--- config.mk ---
export PLATFORM = sky130hd
export DESIGN_NAME = stream_rr_arbiter
export DESIGN_NICKNAME = d
export VERILOG_FILES = /design/src/rtl/stream_rr_arbiter.sv
export SDC_FILE = /design/constraint.sdc
export NUM_CORES = 1
export LEC_CHECK = 0
export ABC_AREA = 1
export BUFFER_PORTS_ARGS = -buffer_cell sky130_fd_sc_hd__buf_2
export CAP_MARGIN = 40
export CORE_MARGIN = 8
export CORE_UTILIZATION = 42
export CTS_CLUSTER_DIAMETER = 100
export DETAILED_ROUTE_END_ITERATION = 8
export PLACE_DENSITY_LB_ADDON = 0.05
export SKIP_CTS_REPAIR_TIMING = 1
export SLEW_MARGIN = 30
export SYNTH_ARGS = -nofsm -noshare
export SYNTH_HDL_FRONTEND = slang
export SYNTH_SLANG_ARGS = --single-unit
--- constraint.sdc ---
create_clock -name clk -period 2.56 [get_ports clk]
set_input_delay 0.128 -clock clk [delete_from_list [all_inputs] [get_ports clk]]
set_output_delay 0.128 -clock clk [all_outputs]
set_load 0.005 [all_outputs]
--- src/rtl/stream_rr_arbiter.sv ---
// stream_rr_arbiter: round-robin packet arbiter that merges NUM_REQ valid/ready streams
// into one registered output stage, holding each grant until the packet's last beat.
module stream_rr_arbiter #(
   parameter int NUM_REQ = 4,
   parameter int DATA_WIDTH = 32,
   localparam int SRC_W = (NUM_REQ > 1) ? $clog2(NUM_REQ) : 1
) (
   input  logic                          clk,
   input  logic                          rst_n,
   input  logic [NUM_REQ-1:0]            req_valid,
   output logic [NUM_REQ-1:0]            req_ready,
   input  logic [NUM_REQ*DATA_WIDTH-1:0] req_data,
   input  logic [NUM_REQ-1:0]            req_last,
   output logic                          out_valid,
   input  logic                          out_ready,
   output logic [DATA_WIDTH-1:0]         out_data,
   output logic                          out_last,
   output logic [SRC_W-1:0]              out_src
);
   typedef enum logic {IDLE, LOCKED} state_t;
   state_t state, state_nxt;
   logic [SRC_W-1:0] rr_ptr, rr_ptr_nxt, lock_idx, lock_idx_nxt, grant;
   logic gnt_vld, load_en, accept, g_valid, g_last;
   logic [DATA_WIDTH-1:0] g_data;

   assign load_en = !out_valid || out_ready;

   always_comb begin
      grant = lock_idx;
      gnt_vld = (state == LOCKED);
      // lowest valid index is the wrap-around fallback; lowest valid at or above rr_ptr wins
      if (state == IDLE) begin
         for (int i = NUM_REQ - 1; i >= 0; i--)
            if (req_valid[i]) begin
               grant = SRC_W'(i);
               gnt_vld = 1'b1;
            end
         for (int i = NUM_REQ - 1; i >= 0; i--)
            if (req_valid[i] && SRC_W'(i) >= rr_ptr) grant = SRC_W'(i);
      end
      g_valid = 1'b0;
      g_last = 1'b0;
      g_data = '0;
      req_ready = '0;
      for (int i = 0; i < NUM_REQ; i++)
         if (gnt_vld && grant == SRC_W'(i)) begin
            g_valid = req_valid[i];
            g_last = req_last[i];
            g_data = req_data[i*DATA_WIDTH +: DATA_WIDTH];
            req_ready[i] = load_en && rst_n;
         end
      accept = g_valid && load_en;
      state_nxt = state;
      rr_ptr_nxt = rr_ptr;
      lock_idx_nxt = lock_idx;
      if (accept) begin
         state_nxt = g_last ? IDLE : LOCKED;
         lock_idx_nxt = g_last ? lock_idx : grant;
         rr_ptr_nxt = !g_last ? rr_ptr : (grant == SRC_W'(NUM_REQ - 1)) ? '0 : grant + SRC_W'(1);
      end
   end

   always_ff @(posedge clk or negedge rst_n)
      if (!rst_n) begin
         state <= IDLE;
         rr_ptr <= '0;
         lock_idx <= '0;
      end else begin
         state <= state_nxt;
         rr_ptr <= rr_ptr_nxt;
         lock_idx <= lock_idx_nxt;
      end

   always_ff @(posedge clk or negedge rst_n)
      if (!rst_n) begin
         out_valid <= 1'b0;
         out_data <= '0;
         out_last <= 1'b0;
         out_src <= '0;
      end else if (accept) begin
         out_valid <= 1'b1;
         out_data <= g_data;
         out_last <= g_last;
         out_src <= grant;
      end else if (out_ready) out_valid <= 1'b0;
endmodule

[Yosys cells after proc, flatten, opt, wreduce, memory -nomap -nowiden]
Index checks and enable logic that the tools add are counted.
Storage, ports and cells
  register bits after elaboration: 41
  input port bits: 139
  output and inout port bits: 40
Cells by class
  add/subtract/negate cells: 1
  order comparisons: 4
  equal/unequal tests: 3
  multiplexer cells: 34
  bitwise gates (word level): 1
  reduce and logical (&&, ||, !) cells: 16
Operator list (count)
  $mux 32: 4
  $mux 1: 20
  $mux 2: 10
  $logic_and 1x1->1: 10
  $eq 2x2->1 const B: 2
  $ge 1x2->1 const A: 2
  $ge 2x2->1 const A: 2
  $reduce_and 2->1: 2
  $add 2x1->2 const B: 1
  $eq 2x1->1 const B: 1
  $logic_not 2->1: 1
  $reduce_bool 2->1: 1
  $logic_not 1->1: 1
  $logic_or 1x1->1: 1
  $not 1->1: 1

[Depth between registers and ports, before layout]
Gate-level depths: netlist (run 1).
  depth after elaboration: 17
  mapped depth: 21

[Worst setup path before layout (run 1)]
Ideal clock, no wire load.
  path type: register -> register
  from: register lock_idx[0]
  to: register out_data[0]
  library setup time: 121 ps
  arrival time: 2096 ps
  path slack: 344 ps
  stages on the path, launching flop included: 20
  path buffers: 2
  period minus slack after synthesis: 2216 ps
  cell sequence: dfrtp_1 nand2_1 nand2_1 nand2_1 nand2_1 nand2_1 nand2_1 nand2_1 nand2_1 inv_1 ha_1 clkbuf_1 nand2_1 nand3_1 nand2_1 nand2_4 nand2_8 buf_4 nand2_1 o21ai_2
On the way
  longest elaborated chain between the ends: 16
  elaborated cells between the ends (all ways): 26
Ends and longest elaborated chain
  from (decl): RTL line 22  | logic [SRC_W-1:0] rr_ptr, rr_ptr_nxt, lock_idx, lock_idx_nxt, grant;
  from (signal assigned): RTL line 71  | lock_idx <= lock_idx_nxt;
  $mux 2 (4 in a row): RTL line 34  | if (req_valid[i]) begin
  $mux 2 (4 in a row): RTL line 39  | if (req_valid[i] && SRC_W'(i) >= rr_ptr) grant = SRC_W'(i);
  $mux 2 *: RTL line 32  | if (state == IDLE) begin
  via grant[0]: RTL line 22
  $logic_not 2->1: RTL line 46  | if (gnt_vld && grant == SRC_W'(i)) begin
  $logic_and 1x1->1: RTL line 46
  $mux 1 (4 in a row): RTL line 46
  $logic_and 1x1->1: RTL line 52  | accept = g_valid && load_en;
  to (signal assigned): RTL line 82  | out_data <= g_data;
  to (decl): RTL line 16  | output logic [DATA_WIDTH-1:0] out_data,
Mark *: on every way through the listed nets, which the timed path passes. The rest lies on a longest branch.
A chain may end at the register's enable or synchronous reset.

[Worst setup path after layout (run 1)]
  from: register lock_idx[1]
  to: register out_data[21]
The elaborated chain is that of the path after synthesis.

==> summary.txt, run 1 <==
STA
  • Worst Tran Pin Value: 0.535 ns
  • Setup Skew: 0.0101 ns
  • Final worst slack: 0.220 ns
  • Minimum clock period: 2.34 ns
  • Fmax: 0.427 GHz
  • Unrepaired setup endpoints after global routing: no
  • Fin. max-slew vios: 0
  • Slew margin rel.: 0.643
  • Setup TNS: 0 ns
  • Hold Fails Final Rpt: 0
  • Tcrit/Tclk final: 0.914
  • Final setup viols: 0

Floorplanning
  • DIE AREA: 11100 um2
  • Die W: 105 um
  • Starting Density: 0.432
  • I/O pin cnt: 179
  • Floorplan row count: 32
  • Core region area: 7730 um2
  • Die Ht: 105 um

Place
  • Gpl congestion: 0.842
  • Count of input and output buffers: 178
  • Post-detailed-placement half-perimeter wirelength: 9120 um
  • Pre-CTS setup slack: 0.114 ns

Logic synthesis
  • Cells after Synth: 524
  • Seq/Total Area, Yosys: 0.307
  • Post-Syn Area: 3340 um2
  • Avg Inst Size Synth: 6.38 um2
  • Synth warn: 0
  • Syn Nets: 667
  • Synth Register Bits: 41
  • Distinct cell type count after synthesis: 23

Clock network
  • CTS buffer count: 5
  • CTS tree: built
  • Root Buffer: clkbuf_8
  • Clk buf depth: 2
  • CTS sink count: 41
  • CTS H-tree lvls: 2
  • Clk_lat worst skew: 0.30 ns
  • Clk slew on worst S/H paths: 0.09 ns

Power
  • Sw power: 3.00 mW
  • Total leakage power: 2.64 nW
  • Power density over the cells: 1320 nW/um2
  • Power share of the sequential group: 0.187
  • Comb pwr share: 0.722
  • Int Pwr: 3.03 mW
  • Max IR drop VDD: 0.000519 V
  • Clk pwr share: 0.091
  • Switching Share: 0.497

Routing
  • Drt wl/cell: 15.0 um
  • DRT Wirelength: 12000 um
  • DR DRC count: 0
  • Drt via density: 5.06
  • Routed Antenna Nets: 0
  • Vias: 4050
  • First-pass detailed-route iteration total: 4
  • Iteration-0 DRC Markers: 156

Worst setup path
  • R2r setup slk: 0.22 ns
  • Kind of critical path: flip-flop to flip-flop
  • Crit path DAT: 2.52 ns
  • Worst path required time: 2.74 ns
  • CP max FO: 28
  • Crit path capture type: flip-flop
  • CP Launch Type: flip-flop

Layout
  • Area growth from synthesis to layout: 37.3%
  • Final Net Count: 838
  • Share of layout cells above drive strength 1: 0.369

Outcome
  • Status: complete, no violations

Global routing
  • Initial antenna violation count: 3
  • Vias in the first global route: 4041
  • Largest net degree at the start of global routing: 42
  • First-pass GRT wire length: 19800 um
  • Gr ovfl total: 0
  • Tot GR Track Use: 0.213

Flow run
  • Max-Cap Viols: 0

Hold path
  • Hold Crit Class: input port to flip-flop
synth_stat cells:
cell | n | share of area
clkbuf_1 | 14 | 0.016
ha_1 | 4 | 0.015
dfrtp_1 | 41 | 0.31
nor2_1 | 8 | 0.0090
buf_4 | 3 | 0.0067
o21ai_0 | 67 | 0.10
inv_1 | 45 | 0.051
nand2_1 | 198 | 0.22
a21oi_2 | 1 | 0.0026
buf_1 | 4 | 0.0045
o21ai_2 | 30 | 0.079
o21ai_1 | 3 | 0.0045
nand4_1 | 4 | 0.0075
nand2_4 | 1 | 0.0034
buf_6 | 7 | 0.024
nand3_1 | 76 | 0.11
a31oi_1 | 1 | 0.0019
nand2_8 | 1 | 0.0060
buf_2 | 10 | 0.015
clkbuf_2 | 1 | 0.0015
nand2_2 | 1 | 0.0019
inv_2 | 2 | 0.0022
nand3_2 | 2 | 0.0060
cell usage in the layout (no fill, tap or decap):
| cell | count |
|---|---|
| nand3_2 | 2 |
| dlygate4sd3_1 | 1 |
| nand2_4 | 2 |
| a21oi_2 | 1 |
| clkbuf_8 | 6 |
| ha_1 | 2 |
| nand2_8 | 1 |
| o21ai_2 | 31 |
| ha_4 | 1 |
| clkinvlp_4 | 2 |
| nand4_1 | 4 |
| dfrtp_1 | 40 |
| buf_4 | 14 |
| o21ai_0 | 65 |
| buf_6 | 2 |
| inv_1 | 44 |
| nand2_1 | 195 |
| buf_8 | 1 |
| inv_2 | 2 |
| a31oi_2 | 1 |
| buf_2 | 178 |
| nand3_1 | 76 |
| nand2_2 | 4 |
| diode_2 | 2 |
| dfrtp_2 | 1 |
| nor2_1 | 8 |
| buf_12 | 5 |
| ha_2 | 1 |
| bufinv_16 | 1 |
| o21ai_1 | 4 |
| clkbuf_16 | 1 |
flip-flops by register name, summed over array words and instances, names as in the netlist:
signal     flops
out_data      32
out_valid      1
lock_idx       2
out_src        2
state          1
out_last       1
rr_ptr         2
final cells by class:
class	count	area (um2)
Fill cell	761	3140
Antenna cell	2	5.00
Clock inverter	2	37.5
Multi-Input combinational cell	398	1960
Tap cell	102	128
Timing Repair Buffer	202	1170
Clock buffer	6	82.6
Inverter	47	180
Sequential cell	41	1030
kinds of logic after synthesis:
kind of cell / after synthesis / share of synthesized area
AO/OA/AOI/OAI: 102 / 0.188
buffers and inverters: 86 / 0.120
flip-flops: 41 / 0.307
adder cells (fa/ha/maj): 4 / 0.0150
AND/OR/NAND/NOR: 291 / 0.370
layer usage:
layer | track usage | vias to the layer above | share of wire
met2 | 0.367 | 160 | 0.50
met5 | 0 | - | 0.00067
li1 | - | 2033 | -
met1 | 0.246 | 1838 | 0.41
met4 | 0.0663 | 2 | 0.018
met3 | 0.0633 | 17 | 0.071
stage by stage:
step	util	cells	cell area (um2)	hold WS (ns)	total power [mW]
floorplan	-	524	3340	-0.168	4.07
global placement	0.563	785	4350	0.244	5.20
detailed placement	0.563	785	4350	0.250	5.27
CTS	0.579	793	4470	-0.0778	5.84
global route	0.594	800	4590	0.135	6.72
finish	0.594	800	4590	0.133	6.03
power by group through the flow:
| stage | registers (mW) | clock network [mW] | logic [mW] |
|---|---|---|---|
| CTS | 1.12 | 0.565 | 4.15 |
| global placement | 1.14 | 0 | 4.06 |
| floorplan | 1.12 | 0 | 2.95 |
| global route | 1.16 | 0.590 | 4.97 |
| finish | 1.13 | 0.549 | 4.36 |
| detailed placement | 1.13 | 0 | 4.13 |
critical path, stage by stage, from the launching register on:
cell	delay (ns)
dfrtp_1	0.41
o21ai_0	0.18
nand3_1	0.09
nand3_1	0.09
nand2_2	0.08
inv_1	0.15
ha_4	0.19
buf_12	0.19
clkinvlp_4	0.18
clkbuf_16	0.21
nand2_1	0.06
o21ai_0	0.08
nand2_1	0.06
nand2_1	0.05
o21ai_0	0.11
o21ai_2	0.07
final timing paths:
kind	start	to	depth (start not counted)
setup / recovery	lock_idx[1]$_DFFE_PN0P_	out_data[21]$_DFFE_PN0P_	15
hold / removal	req_data[98]	out_data[2]$_DFFE_PN0P_	3
setup reg to reg	lock_idx[1]$_DFFE_PN0P_	out_data[21]$_DFFE_PN0P_	15
hold reg to reg	out_data[2]$_DFFE_PN0P_	out_data[2]$_DFFE_PN0P_	2
max in group asynchronous	rst_n	state$_DFFE_PN0P_	3
min in group asynchronous	rst_n	out_valid$_DFFE_PN0P_	3
Note: power is estimated with default switching activity, not from simulation.
==> run 2: changes to the inputs <==
- BUFFER_PORTS_ARGS: -buffer_cell sky130_fd_sc_hd__buf_2 -> default
- DONT_BUFFER_PORTS: default -> 1
==> run 2 against run 1 <==
Cell area shrank 21%. Largest cell class unchanged. Hold slack lost 0.082 ns. Final cell count shrank 23%. Flip-flop and latch count is the same. First-iteration DRC count shrank 27%. Critical endpoint is now rr_ptr[0]$_DFFE_PN0P_. Sequential share of layout area grew 6.0 points. Critical path type unchanged.
==> summary.txt, run 2 (same netlist as run 1, synthesis figures left out) <==
Outcome
  • Status: complete, no violations

Layout
  • Largest register FFs: 32
  • Share of layout cells above drive strength 1: 0.134
  • Most frequent cells in the layout: 197 x nand2_1, 76 x nand3_1, 66 x o21ai_0
  • Largest Register: out_data
  • Non-Filler Instances: 617
  • Final Net Count: 657
  • Post-route cell area: 3620 um2
  • Fin util: 0.468
  • Most common cell after layout, fill and taps aside: nand2_1
  • Area growth from synthesis to layout: 8.24%
  • Antenna diodes: 0

Global routing
  • Vias in the first global route: 3315
  • First-pass GRT wire length: 17100 um
  • Largest net degree at the start of global routing: 43
  • Tot GR Track Use: 0.189
  • Initial antenna violation count: 0
  • Gr ovfl total: 0

STA
  • Setup Skew: 0.00992 ns
  • Setup TNS: 0 ns
  • Hold Fails Final Rpt: 0
  • Tcrit/Tclk final: 0.898
  • Worst Tran Pin Value: 0.418 ns
  • Slew margin rel.: 0.720
  • Fmax: 0.435 GHz
  • Final setup viols: 0
  • Minimum clock period: 2.30 ns
  • Unrepaired setup endpoints after global routing: no
  • Fin. max-slew vios: 0

Floorplanning
  • Core region area: 7730 um2
  • DIE AREA: 11100 um2
  • Die W: 105 um
  • Floorplan row count: 32
  • Die Ht: 105 um
  • Starting Density: 0.432
  • I/O pin cnt: 179

Hold path
  • Hold Crit Class: input port to flip-flop
  • Hold EP: out_data[6]$_DFFE_PN0P_
  • Worst hold path depth: 2
  • Hold wc startpoint: req_data[102]

Worst setup path
  • Worst-path cell chain: o21ai_0, nand3_1, nand3_1, nand2_1, inv_1, ha_2, buf_4, nand3_1, nand3_1, nand2_1, nand2_1, nand3_1, nand2_1, nand2_1
  • CP Launch Type: flip-flop
  • Kind of critical path: flip-flop to flip-flop
  • CP max FO: 18
  • Crit-path max cell delay: 0.41 ns
  • Worst R2R End: rr_ptr[0]$_DFFE_PN0P_
  • Worst Setup SP: lock_idx[1]$_DFFE_PN0P_
  • Cells on worst reg2reg path: 14
  • R2r setup slk: 0.26 ns
  • Crit-path slowest cell: dfrtp_1
  • Crit path capture type: flip-flop
  • Worst path required time: 2.75 ns
  • Worst reg2reg path startpoint: lock_idx[1]$_DFFE_PN0P_
  • Crit path DAT: 2.49 ns

Clock network
  • CTS tree: built
  • Clk slew on worst S/H paths: 0.09 ns
  • CTS sink count: 41
  • CTS H-tree lvls: 2
  • CTS buffer count: 5
  • Root Buffer: clkbuf_8
  • Clk_lat worst skew: 0.30 ns
  • Clk buf depth: 2

Place
  • Inst Count DP: 607
  • Gpl congestion: 0.834
  • Count of input and output buffers: 0
  • Post-place instance area: 3430 um2
  • Post-detailed-placement half-perimeter wirelength: 8330 um

Routing
  • Drt via density: 5.34
  • Drt wl/cell: 17.5 um
  • DR DRC count: 0
  • First-pass detailed-route iteration total: 6
  • DRT Wirelength: 10800 um
  • Iteration-0 DRC Markers: 114
  • Routed Antenna Nets: 0
  • Vias: 3296

Power
  • Total leakage power: 1.90 nW
  • Max IR drop VDD: 0.000470 V
  • Power density over the cells: 1510 nW/um2
  • Total power: 5.47 mW

Flow run
  • Max-Cap Viols: 0
==> run 2: changes by cell type in the layout (fill, tap and decap cells not counted), moves of 2 or more <==
cell / previous run / this run
buf_2: 178 / 0
buf_12: 5 / 3
clkinvlp_4: 2 / 0
nand2_2: 4 / 2
nand2_1: 195 / 197
diode_2: 2 / 0
==> run 2: routing by layer <==
metal  global-route usage  vias to the layer above  part of all wire
li1                     -                     1678                 -
met1                0.211                     1478              0.39
met2                0.326                      129              0.50
met3               0.0805                       11              0.10
met4               0.0428                        0             0.013
met5                    0                        -                 0
==> run 2: power breakdown <==
group	leakage [nW]	total, mW	internal, mW	switching (mW)
clock network	0.0681	0.633	0.388	0.245
logic	1.30	3.65	1.36	2.29
registers	0.523	1.19	0.951	0.240
==> run 2: area by class of cell <==
cell class,count,area (um2)
Fill cell,845,4110
Multi-Input combinational cell,397,1920
Sequential cell,41,1030
Timing Repair Buffer,22,233
Inverter,47,176
Tap cell,102,128
Clock buffer,5,68.8
Clock inverter,3,65.1
==> run 2: critical path, delay by kind of cell (launching register included) <==
family                   cells  cell delay (ns)
AND/OR/NAND/NOR             10             0.96
buffers and inverters        2             0.37
AO/OA/AOI/OAI                1             0.19
flip-flops                   1             0.41
adder cells (fa/ha/maj)      1             0.26
==> run 2: stage by stage <==
stage          worst slack [ns]  hold slack, ns
4_1_cts                   0.126          -0.498
5_1_grt                  0.0347          0.0387
3_5_place_dp              0.155          -0.166
2_1_floorplan             0.344          -0.168
3_3_place_gp              0.220          -0.166
6_report                  0.262          0.0506
==> run 2: how the worst max path moves through the flow <==
stage	slack, ns	endpoint	cells past startpoint
after floorplan	0.34	out_data[0]$_DFFE_PN0P_	19
after global placement	0.22	rr_ptr[0]$_DFFE_PN0P_	15
after detailed placement	0.15	rr_ptr[0]$_DFFE_PN0P_	15
after CTS	0.13	rr_ptr[0]$_DFFE_PN0P_	15
after global routing	0.03	rr_ptr[1]$_DFFE_PN0P_	15
final	0.26	rr_ptr[0]$_DFFE_PN0P_	14
